### config.mk
export PLATFORM = sky130hd
export DESIGN_NAME = store_issue_unit
export DESIGN_NICKNAME = d
export VERILOG_FILES = /design/src/rtl/store_issue_unit_pkg.sv /design/src/rtl/store_issue_unit.sv
export SDC_FILE = /design/constraint.sdc
export NUM_CORES = 1
export LEC_CHECK = 0
export CAP_MARGIN = 5
export CORE_UTILIZATION = 40
export CTS_BUF_LIST = sky130_fd_sc_hd__clkbuf_8
export CTS_CLUSTER_SIZE = 30
export DETAILED_ROUTE_END_ITERATION = 7
export PLACE_DENSITY = 0.77
export SYNTH_ARGS = -nofsm -noshare
export SYNTH_HDL_FRONTEND = slang
export SYNTH_SLANG_ARGS = --single-unit
### constraint.sdc
create_clock -name clk -period 3 [get_ports clk]
set_input_delay 0.75 -clock clk [delete_from_list [all_inputs] [get_ports clk]]
set_output_delay 0.75 -clock clk [all_outputs]
set_load 0.02 [all_outputs]
### src/rtl/store_issue_unit_pkg.sv
// Shared types for the store issue unit: FSM encoding, store-queue head entry and debug view.
package store_issue_unit_pkg;

   localparam int DEFAULT_MAX_OUTSTANDING = 4;
   localparam int DEFAULT_STARVE_LIMIT    = 8;

   typedef enum logic {
      S_IDLE = 1'b0,
      S_HOLD = 1'b1
   } issue_state_t;

   typedef struct packed {
      logic [31:0] addr;
      logic [3:0]  be;
      logic [2:0]  fn3;
      logic [31:0] data;
   } sq_entry_t;

   typedef struct packed {
      issue_state_t state;
      logic [3:0]   outstanding;
      logic [7:0]   starve_cnt;
      logic [2:0]   fn3;
   } issue_dbg_t;

endpackage

### src/rtl/store_issue_unit.sv
// Arbitrates the memory port between loads and the store queue head, bounds in-flight
// stores, and reports drain completion for fences.
module store_issue_unit
   import store_issue_unit_pkg::*;
#(
   parameter int MAX_OUTSTANDING = DEFAULT_MAX_OUTSTANDING,
   parameter int STARVE_LIMIT    = DEFAULT_STARVE_LIMIT
) (
   input  logic        clk,
   input  logic        rst,
   input  logic        sq_valid,
   input  logic [31:0] sq_addr,
   input  logic [3:0]  sq_be,
   input  logic [2:0]  sq_fn3,
   input  logic [31:0] sq_data,
   output logic        sq_pop,
   input  logic        load_req,
   output logic        load_grant,
   output logic        mem_req,
   output logic        mem_we,
   output logic [31:0] mem_addr,
   output logic [3:0]  mem_be,
   output logic [31:0] mem_wdata,
   input  logic        mem_ack,
   input  logic        mem_wr_done,
   input  logic        fence_req,
   output logic        fence_ack,
   output logic        stores_idle,
   output issue_dbg_t  dbg
);

   localparam logic [3:0] MAX_OS     = 4'(MAX_OUTSTANDING);
   localparam logic [7:0] STARVE_LIM = 8'(STARVE_LIMIT);

   // Handshake: a store request is offered while mem_req=1 and its fields stay frozen;
   // it transfers in the cycle where mem_req=1 and mem_ack=1. sq_pop is a one-cycle
   // consume strobe for the queue head, asserted only when sq_valid=1.
   issue_state_t state_q, state_d;
   sq_entry_t    held_q;
   logic         mem_we_q;
   logic [3:0]   outstanding_q;
   logic [7:0]   starve_q;
   logic         capture;
   logic         room;
   logic         starved;
   logic         os_inc, os_dec;

   assign room    = outstanding_q < MAX_OS;
   assign starved = starve_q == STARVE_LIM;

   always_comb begin
      state_d    = state_q;
      capture    = 1'b0;
      mem_req    = 1'b0;
      load_grant = 1'b0;
      case (state_q)
         S_IDLE: begin
            capture = !rst && sq_valid && room && (!load_req || starved || fence_req);
            if (capture) state_d = S_HOLD;
            // A fence blocks loads while any store is still waiting at the head.
            load_grant = load_req && !capture && !(fence_req && sq_valid);
         end
         S_HOLD: begin
            mem_req = 1'b1;
            if (mem_ack) state_d = S_IDLE;
         end
         default: state_d = S_IDLE;
      endcase
   end

   assign sq_pop = capture;

   always_ff @(posedge clk) begin
      if (rst) state_q <= S_IDLE;
      else     state_q <= state_d;
   end

   always_ff @(posedge clk) begin
      if (rst) begin
         held_q   <= '0;
         mem_we_q <= 1'b0;
      end else if (capture) begin
         held_q   <= '{addr: sq_addr, be: sq_be, fn3: sq_fn3, data: sq_data};
         mem_we_q <= 1'b1;
      end
   end

   // Completions with nothing in flight are stray and must not wrap the counter.
   assign os_inc = (state_q == S_HOLD) && mem_ack;
   assign os_dec = mem_wr_done && (outstanding_q != 4'd0);

   always_ff @(posedge clk) begin
      if (rst) begin
         outstanding_q <= 4'd0;
      end else begin
         case ({os_inc, os_dec})
            2'b10:   outstanding_q <= outstanding_q + 4'd1;
            2'b01:   outstanding_q <= outstanding_q - 4'd1;
            default: outstanding_q <= outstanding_q;
         endcase
      end
   end

   always_ff @(posedge clk) begin
      if (rst || capture || !sq_valid) starve_q <= 8'd0;
      else if (load_grant && !starved) starve_q <= starve_q + 8'd1;
   end

   assign mem_we      = mem_we_q;
   assign mem_addr    = held_q.addr;
   assign mem_be      = held_q.be;
   assign mem_wdata   = held_q.data;
   assign stores_idle = (state_q == S_IDLE) && !sq_valid && (outstanding_q == 4'd0);
   assign fence_ack   = fence_req && stores_idle;

   assign dbg = '{state: state_q, outstanding: outstanding_q, starve_cnt: starve_q,
                  fn3: held_q.fn3};

endmodule

# After elaboration in Yosys (flattened, before gate mapping)
# Index checks and enable logic that the tools add are counted.
# word_totals
regBits	85
input_bits	78
out_inout_bits	90
elab_cells	48
# op_classes
addsub	3
order_cmp	1
eq_ne	3
n_mux	7
bitwise_logic	1
n_reduce_logical	25
# op_table
cell	n
logical AND 1 bit	12
adder 8 x 1 -> 8 bit, second input constant	1
== test 8 x 4 -> 1 bit, second input constant	1
case mux 4 bit (2 select lines)	1
zero test 1 bit	6
two-way mux 1 bit	5
adder 4 x 1 -> 4 bit, second input constant	1
zero test 4 bit	1
logical OR 1 bit	4
less-than comparator 4 x 3 -> 1 bit, second input constant	1
nonzero test 4 bit	1
subtractor 4 x 1 -> 4 bit, second input constant	1
== test 2 x 1 -> 1 bit, second input constant	1
== test 2 bit, second input constant	1
case mux 1 bit (2 select lines)	1
nonzero test 2 bit	1
inverter 1 bit	1

# Depth between registers and ports, before layout
# Gate-level depths: netlist (run 1).
# logic_depth
depth_word	9
mapped_depth	9
mapped_depth_nobuf	9

# Worst setup path before layout (run 1)
# Ideal clock, no wire load.
# synth_path
path_type	in2out
start	input port rst
end	output port sq_pop
t_arrival_ns	2.125
required_ns	2.250
setup_slack_ns	0.125
path_stages	6
path_buffers	3
cell_sequence	buf_2 -> nand2b_1 -> or4_1 -> clkbuf_1 -> clkbuf_1 -> nor2_1
# synth_via
elab_chain_len	5
# synth_rtl
element	line_no	text
start, declared	store_issue_unit.sv:10	input logic rst,
zero test 1 bit	store_issue_unit.sv:58	capture = !rst && sq_valid && room && (!load_req || starved || fence_req);
logical AND 1 bit (3 in series)	store_issue_unit.sv:58	
two-way mux 1 bit	store_issue_unit.sv:56	case (state_q)
end, declared	store_issue_unit.sv:16	output logic sq_pop,
# No other way between the ends.

# Worst setup path after layout (run 1)
# layout_path
start	input port sq_valid
end	output port sq_pop
# layout_via
elab_chain_len	4
# layout_rtl
element	line_no	text
start, declared	store_issue_unit.sv:11	input logic sq_valid,
logical AND 1 bit (3 in series)	store_issue_unit.sv:58	
two-way mux 1 bit	store_issue_unit.sv:56	
# No other way between the ends.

==> results of run 1 <==
## flip-flops by register name, indices dropped and copies added (netlist names)
name	cells
state_q	1
mem_be	4
outstanding_q	4
mem_wdata	32
mem_addr	32
mem_we	1
starve_q	8
dbg	3
## layout by cell type, fill, tap and decap left out, types with 2 or more instances in the layout
cell type,netlist,routed
mux2i_1,2,2
clkinv_4,0,2
bufinv_16,0,2
buf_2,6,2
clkdlybuf4s50_1,0,162
and3_1,3,3
and2_1,3,3
ha_1,5,5
nand3_1,74,74
buf_4,2,10
dfxtp_1,85,85
a21oi_1,77,77
nor3_1,2,2
dlygate4sd2_1,0,2
nand4_1,3,3
o21ai_1,37,37
nor2b_1,7,6
nand2b_1,2,2
nand2_1,3,3
xor2_1,8,8
nor2_1,14,13
inv_1,2,4
o21ai_0,35,35
clkbuf_8,0,9
or3_1,2,2
## per-stage QoR
stage | cell area (sq um) | power, mW
2_1_floorplan | 3510 | 1.54
3_3_place_gp | 5210 | 1.81
3_5_place_dp | 5210 | 1.82
4_1_cts | 5430 | 2.70
5_1_grt | 5430 | 2.79
6_report | 5430 | 2.67
## area by class of cell
type,instances,area [sq um]
Timing Repair Buffer,178,1760
Clock buffer,9,124
Fill cell,716,2910
Inverter,2,7.51
Sequential cell,85,1700
Tap cell,105,131
Clock inverter,7,92.6
Multi-Input combinational cell,292,1620
## power groups by stage
| stage | combinational [mW] | clock [mW] | sequential [mW] |
|---|---|---|---|
| after floorplan | 0.235 | 0 | 1.31 |
| after global placement | 0.569 | 0 | 1.24 |
| after detailed placement | 0.581 | 0 | 1.24 |
| after CTS | 0.582 | 0.900 | 1.22 |
| after global routing | 0.627 | 0.940 | 1.22 |
| final | 0.579 | 0.872 | 1.22 |
## final timing paths
check                                 startpoint          endpoint  slack, ns  depth (start not counted)
worst max-delay path                    sq_valid            sq_pop       0.07                          5
worst min-delay path                mem_addr[30]      mem_addr[30]       0.47                          2
worst max register to register  outstanding_q[3]  outstanding_q[3]       0.43                          6
worst min register to register      mem_addr[30]      mem_addr[30]       0.47                          2
## logic make-up (layout without fill, tap and decap cells)
kind of cell / after synthesis / in the layout / share of synthesized area
buffers and inverters: 44 / 196 / 0.0619
multiplexers: 3 / 3 / 0.00890
flip-flops: 85 / 85 / 0.484
XOR/XNOR: 9 / 9 / 0.0224
AND/OR/NAND/NOR: 119 / 119 / 0.177
AO/OA/AOI/OAI: 156 / 156 / 0.228
adder cells (fa/ha/maj): 5 / 5 / 0.0178
## metal layers
layer,up-vias,part of all wire
met2,140,0.48
met1,1778,0.42
met3,18,0.077
met4,0,0.019
li1,1790,-
met5,-,0
## worst register-to-register path: stages, from the launching register on
cell and delay [ns]:
dfxtp_1 0.38, or4_1 0.58, and2_1 0.21, ha_1 0.39, or3_1 0.40, o32ai_1 0.14
mux2_2 0.36
==> results.md, run 1 <==
- NetSw: 0.739 mW
- Setup slack at placement: -0.410 ns
- Area of the mapped netlist: 3510 sq um
- Slowest-stage cell, CP: or4_2
- Clk buf depth: 2
- Initial drt markers: 118
- Peak VDD IR: 0.311 mV
- Count leader, synth: dfxtp_1
- Netlist cell types: 37
- Setup CP Type: primary input to primary output
- Setup crit end kind: primary output
- Fin. max-slew vios: 0
- Clock buffer count from CTS: 9
- TritonCTS Sinks: 85
- Clock Skew: 0.0105 ns
- Placed cells: 662
- Initial antenna violation count: 0
- Slew headroom: 0.454
- Status: finished clean
- Clk pwr share: 0.327
- Clock root buffer: clkbuf_8
- Synthesis-to-layout area growth: 54.5%
- Share of the yosys chip area belonging to registers: 0.484
- GR Util met3: 0.0727
- Post-synth net total: 504
- DIE AREA: 9170 sq um
- Met1 usage: 0.271
- Post-CTS Setup Bufs: 0
- Post-CTS Resized: 8
- Via/cell ratio: 5.50
- Ys Warns: 0
- Most crowded layer after global routing: met2
- CTS tree: built
- Post-Route Utilization: 0.651
- Routability cong.: 0.806
- Antenna Violating Nets Remaining: 0
- WL/cell: 15.4 um
- # DRC: 0
- Top-area cell type share of the netlist area: 0.484
- Pin slew with the least headroom to its limit: 0.820 ns
- Clk_lat worst skew: 0.35 ns
- Initial core utilization: 0.421
- Router iterations before antenna repair: 5
- GR Util met2: 0.383
- Mapped Avg Cell Area: 8.35 sq um
- Final Hold Viols: 0
- Die W: 95.7 um
- Synth cell count leaders: dfxtp_1 (85), a21oi_1 (77), nand3_1 (74)
- Largest net degree at the start of global routing: 79
- Final worst slack: 0.0745 ns
- Clk slew on worst S/H paths: 0.08 ns
- Unrepaired setup endpoints after global routing: false
- Die Y: 95.7 um
- Post-detail-place hpwl: 6680 um
- Most area-consuming cells after synthesis: dfxtp_1 (48%), a21oi_1 (11%), nand3_1 (11%)
- Buf/Inv on CP: 2
- Core area: 8340 sq um
- Post-synth EDFFs: 0
- Post-synth top area cell: dfxtp_1
- Asr flop ratio synth: 0
- ANT cells: 0
- Crit path max-delay family: simple AND/OR/NAND/NOR gates
- H-tree levels: 3
- Largest fanout on the critical path: 2
- Ports: 168
- Total negative slack: 0 ns
- Placement row count: 33
- Vias in the first global route: 3,495
- Share of post-route cells with drive strength above 1: 0.0628
- Startpoint types: primary input
- Final net count: 651
- PortBufs: 167
- Routed vias: 3,726
- Comb pwr share: 0.217
- Slowest Stage Delay on Critical Path: 0.57 ns
- Hold Buf Count CTS: 0
- Global-route wire length before repair: 16,300 um
- Total wire length: 10,400 um
- Yosys reg bits: 85
- Ys flop type: dfxtp_1
- Fin Hold WS: 0.474 ns
- GRT Total Usage: 0.227
- Synth Instances: 421
- Worst-path cell chain: clkdlybuf4s50_1 -> nand2b_1 -> or4_2 -> nor2_2 -> buf_2
- Hold Path Class: register to register
- Flop pwr share: 0.456
- Fin crit period: 2.93 ns
- Final setup viols: 0
- Worst Path Arrival: 2.18 ns
- CP required: 2.25 ns
- Total gr overflow: 0
- Max_cap viols: 0
- Switching share of power: 0.277
- Int Pwr: 1.93 mW
- PwrDens: 491 nW/um^2
- F_max: 0.342 GHz
- P_leak: 1.91 nW
- Post-route insts no fill: 678
- Part of the cycle the worst path needs: 0.975
(Power assumes the default switching activity.)
==> run 2, diff against run 1 <==
--- a/config.mk
+++ b/config.mk
@@ -6,11 +6,11 @@
 export NUM_CORES = 1
 export LEC_CHECK = 0
 export CAP_MARGIN = 5
-export CORE_UTILIZATION = 40
+export CORE_UTILIZATION = 38
 export CTS_BUF_LIST = sky130_fd_sc_hd__clkbuf_8
 export CTS_CLUSTER_SIZE = 30
 export DETAILED_ROUTE_END_ITERATION = 7
-export PLACE_DENSITY = 0.77
+export PLACE_DENSITY = 0.76
 export SYNTH_ARGS = -nofsm -noshare
 export SYNTH_HDL_FRONTEND = slang
 export SYNTH_SLANG_ARGS = --single-unit
==> constraint.sdc (replaced) <==
create_clock -name clk -period 2.65 [get_ports clk]
set_input_delay 0.6625 -clock clk [delete_from_list [all_inputs] [get_ports clk]]
set_output_delay 0.6625 -clock clk [all_outputs]
set_load 0.02 [all_outputs]
==> run 2 against run 1 <==
  * The flow now finishes with violations (design-rule violations)
  * Power increased by 12%
  * Worst setup slack worse by 0.022 ns
  * Final area is 2.2% higher
  * Worst hold slack gained 0.0044 ns
  * Highest routed layer unchanged
  * Critical endpoint unchanged
  * Non-clock buffer count rose by 13
  * Critical path type unchanged
  * Sequential power is 12% higher
  * Via count about the same
  * Cell count increased by 2.4%
  * Die area up 5.2%
  * Wire length up 3.5%
==> results.md, run 2 (synthesized netlist as in run 1, its figures left out) <==
- Status: finished with violations
- Peak VDD IR: 0.351 mV
- F_max: 0.385 GHz
- WL met2: 5270 um
- Unrepaired setup endpoints after global routing: false
- Worst Hold Depth: 2
- Core area: 8850 sq um
- Clk_lat worst skew: 0.35 ns
- CP required: 1.99 ns
- Post-CTS Setup Bufs: 0
- Largest net degree at the start of global routing: 79
- Final Hold Viols: 0
- Antenna Violating Nets Remaining: 0
- Total wire length: 10,800 um
- Placed cells: 678
- Initial drt markers: 214
- PortBufs: 167
- Final worst slack: 0.0528 ns
- Final net count: 664
- Crit path max-delay family: simple AND/OR/NAND/NOR gates
- Hold Path Class: register to register
- Most common cell after layout, fill and taps aside: clkdlybuf4s50_1
- Hold EP: mem_addr[7]
- CTS tree: built
- Routability cong.: 0.847
- Die W: 98.2 um
- Vias in the first global route: 3,703
- Initial core utilization: 0.397
- Synthesis-to-layout area growth: 58.0%
- Placed Instance Area: 5340 sq um
- Setup slack at placement: -0.551 ns
- ANT cells: 0
- Setup CP Type: primary input to primary output
- Fin crit period: 2.60 ns
- PwrDens: 536 nW/um^2
- Clock buffer count from CTS: 9
- Final setup viols: 0
- Setup crit end kind: primary output
- HP Start: mem_addr[7]
- Routed vias: 3,729
- Clk slew on worst S/H paths: 0.10 ns
- Slowest-stage cell, CP: clkdlybuf4s50_1
- Routed length on met1: 4590 um
- Pin slew with the least headroom to its limit: 0.815 ns
- Router iterations before antenna repair: 8
- Initial antenna violation count: 0
- Overall Power: 2.98 mW
- Via/cell ratio: 5.37
- TritonCTS Sinks: 85
- Worst-path cell chain: clkdlybuf4s50_1 -> nand2b_1 -> or4_4 -> nor2_4 -> buf_4
- DIE AREA: 9640 sq um
- Max_cap viols: 0
- Post-Route Utilization: 0.627
- Most frequent cells in the layout: clkdlybuf4s50_1 (162), dfxtp_1 (83), a21oi_1 (77)
- Part of the cycle the worst path needs: 0.980
- WL/cell: 15.5 um
- Reg-to-reg endpoint: outstanding_q[3]
- R2R Setup Slk: 0.17 ns
- Ports: 168
- Largest fanout on the critical path: 2
- Share of post-route cells with drive strength above 1: 0.0939
- Startpoint types: primary input
- Fin. max-slew vios: 0
- Placement row count: 34
- Buf/Inv on CP: 2
- Failing checks: design-rule violations
- Hold Buf Count CTS: 0
- Post-detail-place hpwl: 7080 um
- P_leak: 1.96 nW
- Clock Skew: 0.0199 ns
- DR WL met3: 762 um
- Total gr overflow: 0
- Clock root buffer: clkbuf_8
- # DRC: 13
- Global-route wire length before repair: 17,800 um
- Slew headroom: 0.457
- H-tree levels: 3
- Die Y: 98.2 um
- Finished Cell Area: 5550 sq um
- Post-route insts no fill: 694
- Worst Path Arrival: 1.93 ns
- Slowest Stage Delay on Critical Path: 0.48 ns
- Fin Hold WS: 0.479 ns
- Reg2Reg Depth: 6
- R2r startpoint: outstanding_q[3]
- Clk buf depth: 2
- Max layer used: met4
- Total negative slack: 0 ns
- GRT Total Usage: 0.226
==> run 2: cell types whose count changed in the layout (fill, tap and decap cells not counted), moves of 2 or more <==
cell / before / now
dfxtp_2: 0 / 2
buf_4: 10 / 22
buf_12: 1 / 3
dfxtp_1: 85 / 83
clkinvlp_4: 1 / 3
==> run 2: worst reg2reg max path: stages, from the launching register on <==
cell     delay [ns]
dfxtp_2        0.37
or4_1          0.59
and2_1         0.21
ha_1           0.30
or3_1          0.37
o32ai_1        0.15
mux2_2         0.37
==> run 2: cell type report <==
| class | instances | area [sq um] |
|---|---|---|
| sequential | 85 | 1700 |
| clock buffer | 9 | 124 |
| tap | 108 | 135 |
| fill | 791 | 3300 |
| timing repair buffer | 191 | 1880 |
| inverter | 2 | 7.51 |
| multi-input combinational | 292 | 1630 |
| clock inverter | 7 | 68.8 |
==> run 2: where the power goes <==
part	internal (mW)	switching, mW	leakage [nW]	total [mW]
clock	0.431	0.480	0.0941	0.911
sequential	1.34	0.0317	0.692	1.37
combinational	0.344	0.353	1.17	0.697
total	2.11	0.865	1.96	2.98
==> run 2: worst max path at each step <==
stage                     start    endpoint  slack (ns)  depth (start not counted)
floorplan                   rst      sq_pop        0.03                          6
global placement       sq_valid      sq_pop       -0.54                          5
detailed placement     sq_valid      sq_pop       -0.55                          5
CTS                    sq_valid      sq_pop        -0.1                          5
global route        starve_q[0]  load_grant       0.005                          7
finish                 sq_valid      sq_pop        0.05                          5
==> run 2: repair_timing <==
| action | 4_1_cts | 5_1_grt |
|---|---|---|
| pin swaps | 0 | 2 |
| gates cloned | 0 | 0 |
| setup endpoints to repair | 4 | 12 |
| resized for setup | 13 | 9 |
==> run 2: metal layers <==
metal | track usage | vias to the layer above
met5 | 0 | -
met4 | 0.0712 | 0
met3 | 0.0551 | 14
met2 | 0.390 | 134
met1 | 0.278 | 1762
li1 | - | 1819
==> RTL change: new RTL, config.mk and constraints of run 2 <==
Register the output `dbg`, without a reset; this adds one clock of latency there. The other outputs are not delayed to match.
--- a/src/rtl/store_issue_unit.sv
+++ b/src/rtl/store_issue_unit.sv
@@ -113,8 +113,9 @@
    assign stores_idle = (state_q == S_IDLE) && !sq_valid && (outstanding_q == 4'd0);
    assign fence_ack   = fence_req && stores_idle;
 
-   assign dbg = '{state: state_q, outstanding: outstanding_q, starve_cnt: starve_q,
-                  fn3: held_q.fn3};
+   always_ff @(posedge clk) begin
+      dbg <= '{state: state_q, outstanding: outstanding_q, starve_cnt: starve_q, fn3: held_q.fn3};
+   end
 
 endmodule
 
Function: changed (a bounded check fails within 4 cycles, from zero or initial values and one cycle with rst high).
==> RTL change against run 2 <==
- largest cell class is now flip-flops and latches
- maximum frequency rose by 1.4%
- largest power group unchanged
- critical path type is now reg -> out
- register-to-register slack lost 0.02 ns
- non-clock buffer count down 5
- design area increased by 6.2%
- total power grew 12%
- sequential cell count is 16 higher
- synthesized area grew 26%
- critical path depth up 2
- worst setup slack improved by 0.037 ns
- highest routed layer unchanged
- die area up 25%
- clock power grew 19%
- routed wire length is 0.19% higher
==> RTL change: results (changes against run 2) <==
Pwr
  – Leakage power: 2.07 nW (was 1.96 nW)
  – Part of the total power dissipated in sequential elements: 48.5% (was 46.0%)
  – Power per cell area: 567 nW/µm² (was 536 nW/µm²)
  – Power of the combinational group: 0.646 mW (was 0.697 mW)
  – Part of the total power dissipated in combinational logic: 19.3% (was 23.4%)

Placed design
  – Placed Area: 5680 µm² (was 5340 µm²)
  – Final Wtd Congestion: 0.793 (was 0.847)
  – Detail Placement HPWL: 7060 µm (was 7080 µm)

Setup path
  – Beginning of the critical path: starve_q[0] (was sq_valid)
  – Crit path to: load_grant (was sq_pop)
  – WP data arrival: 1.90 ns (was 1.93 ns)
  – Capturing point of the worst reg2reg path: outstanding_q[2] (was outstanding_q[3])

Worst hold path
  – Hold Path End: dbg[1] (was mem_addr[7])
  – Beginning of the worst hold path: held_q[33] (was mem_addr[7])

Yosys
  – Mux share of post-synthesis cell area: 0.482% (was 0.890%)
  – Adder-cell share of the synthesized area: 1.42% (was 1.78%)
  – Commonest cells in the synthesized netlist: dfxtp_1, a21oi_1, nand3_1 (unchanged)
  – Post-synthesis compound-gate area fraction: 19.4% (was 22.8%)
  – Sequential-to-total area share from yosys stat: 45.8% (was 48.4%)
  – Dominant cells by area after synthesis: dfxtp_1, buf_4, a21oi_1, nand3_1, o21ai_0 (was dfxtp_1, a21oi_1, nand3_1, o21ai_1, o21ai_0)
  – Xor-xnor portion of the synthesized cell area: 0.992% (was 2.24%)

GRT
  – GR Layer Usage met2: 30.2% (was 39.0%)
  – Met1 routing resource usage after global routing: 21.7% (was 27.8%)
  – Met3 usage in global routing: 4.86% (was 5.51%)

Route
  – Post-DR wirelength/cell: 14.5 µm (was 15.5 µm)
  – Sum of met2 wire segment lengths after detailed routing: 5170 µm (was 5270 µm)
  – Met3 WL: 877 µm (was 762 µm)
  – Post-Route M1 WL: 4620 µm (was 4590 µm)
  – Routed Wire Length: 10800 µm (about the same)

Run status
  – Run status: complete, no violations (was finished, violations left)

Final layout
  – Number of fill cells in the layout: 1057 (was 791)
[RTL change: cell count changes after synthesis, sizes merged, moves of 3 or more]
| cell | delta |
|---|---|
| nand2 | +4 |
| buf | +78 |
| a21oi | +5 |
| clkbuf | -12 |
| o31ai | +3 |
| nor2 | -4 |
| xor2 | -3 |
| o21ai | +4 |
| nor2b | -3 |
| dfxtp | +16 |
[RTL change: critical path, stage by stage (launching register included)]
cell and delay [ns]:
dfxtp_2 0.33, inv_1 0.07, ha_1 0.13, or4b_4 0.50, o21a_2 0.22, nor2_1 0.09
nor2_1 0.05, buf_4 0.15
[RTL change: cell type report]
cell class	count	share of cell area [%]
clock buffer	10	2.33
clock inverter	6	1.49
inverter	4	0.255
multi-input combinational	297	27.7
sequential	101	34.3
tap	140	2.97
timing repair buffer	186	30.9
[RTL change: what timing repair did]
item,4_1_cts,5_1_grt
setup buffers,0,0
endpoints found under the setup margin,4,3
pin swaps,0,1
hold buffers,0,0
resized for setup,12,4
hold endpoints to repair,0,0
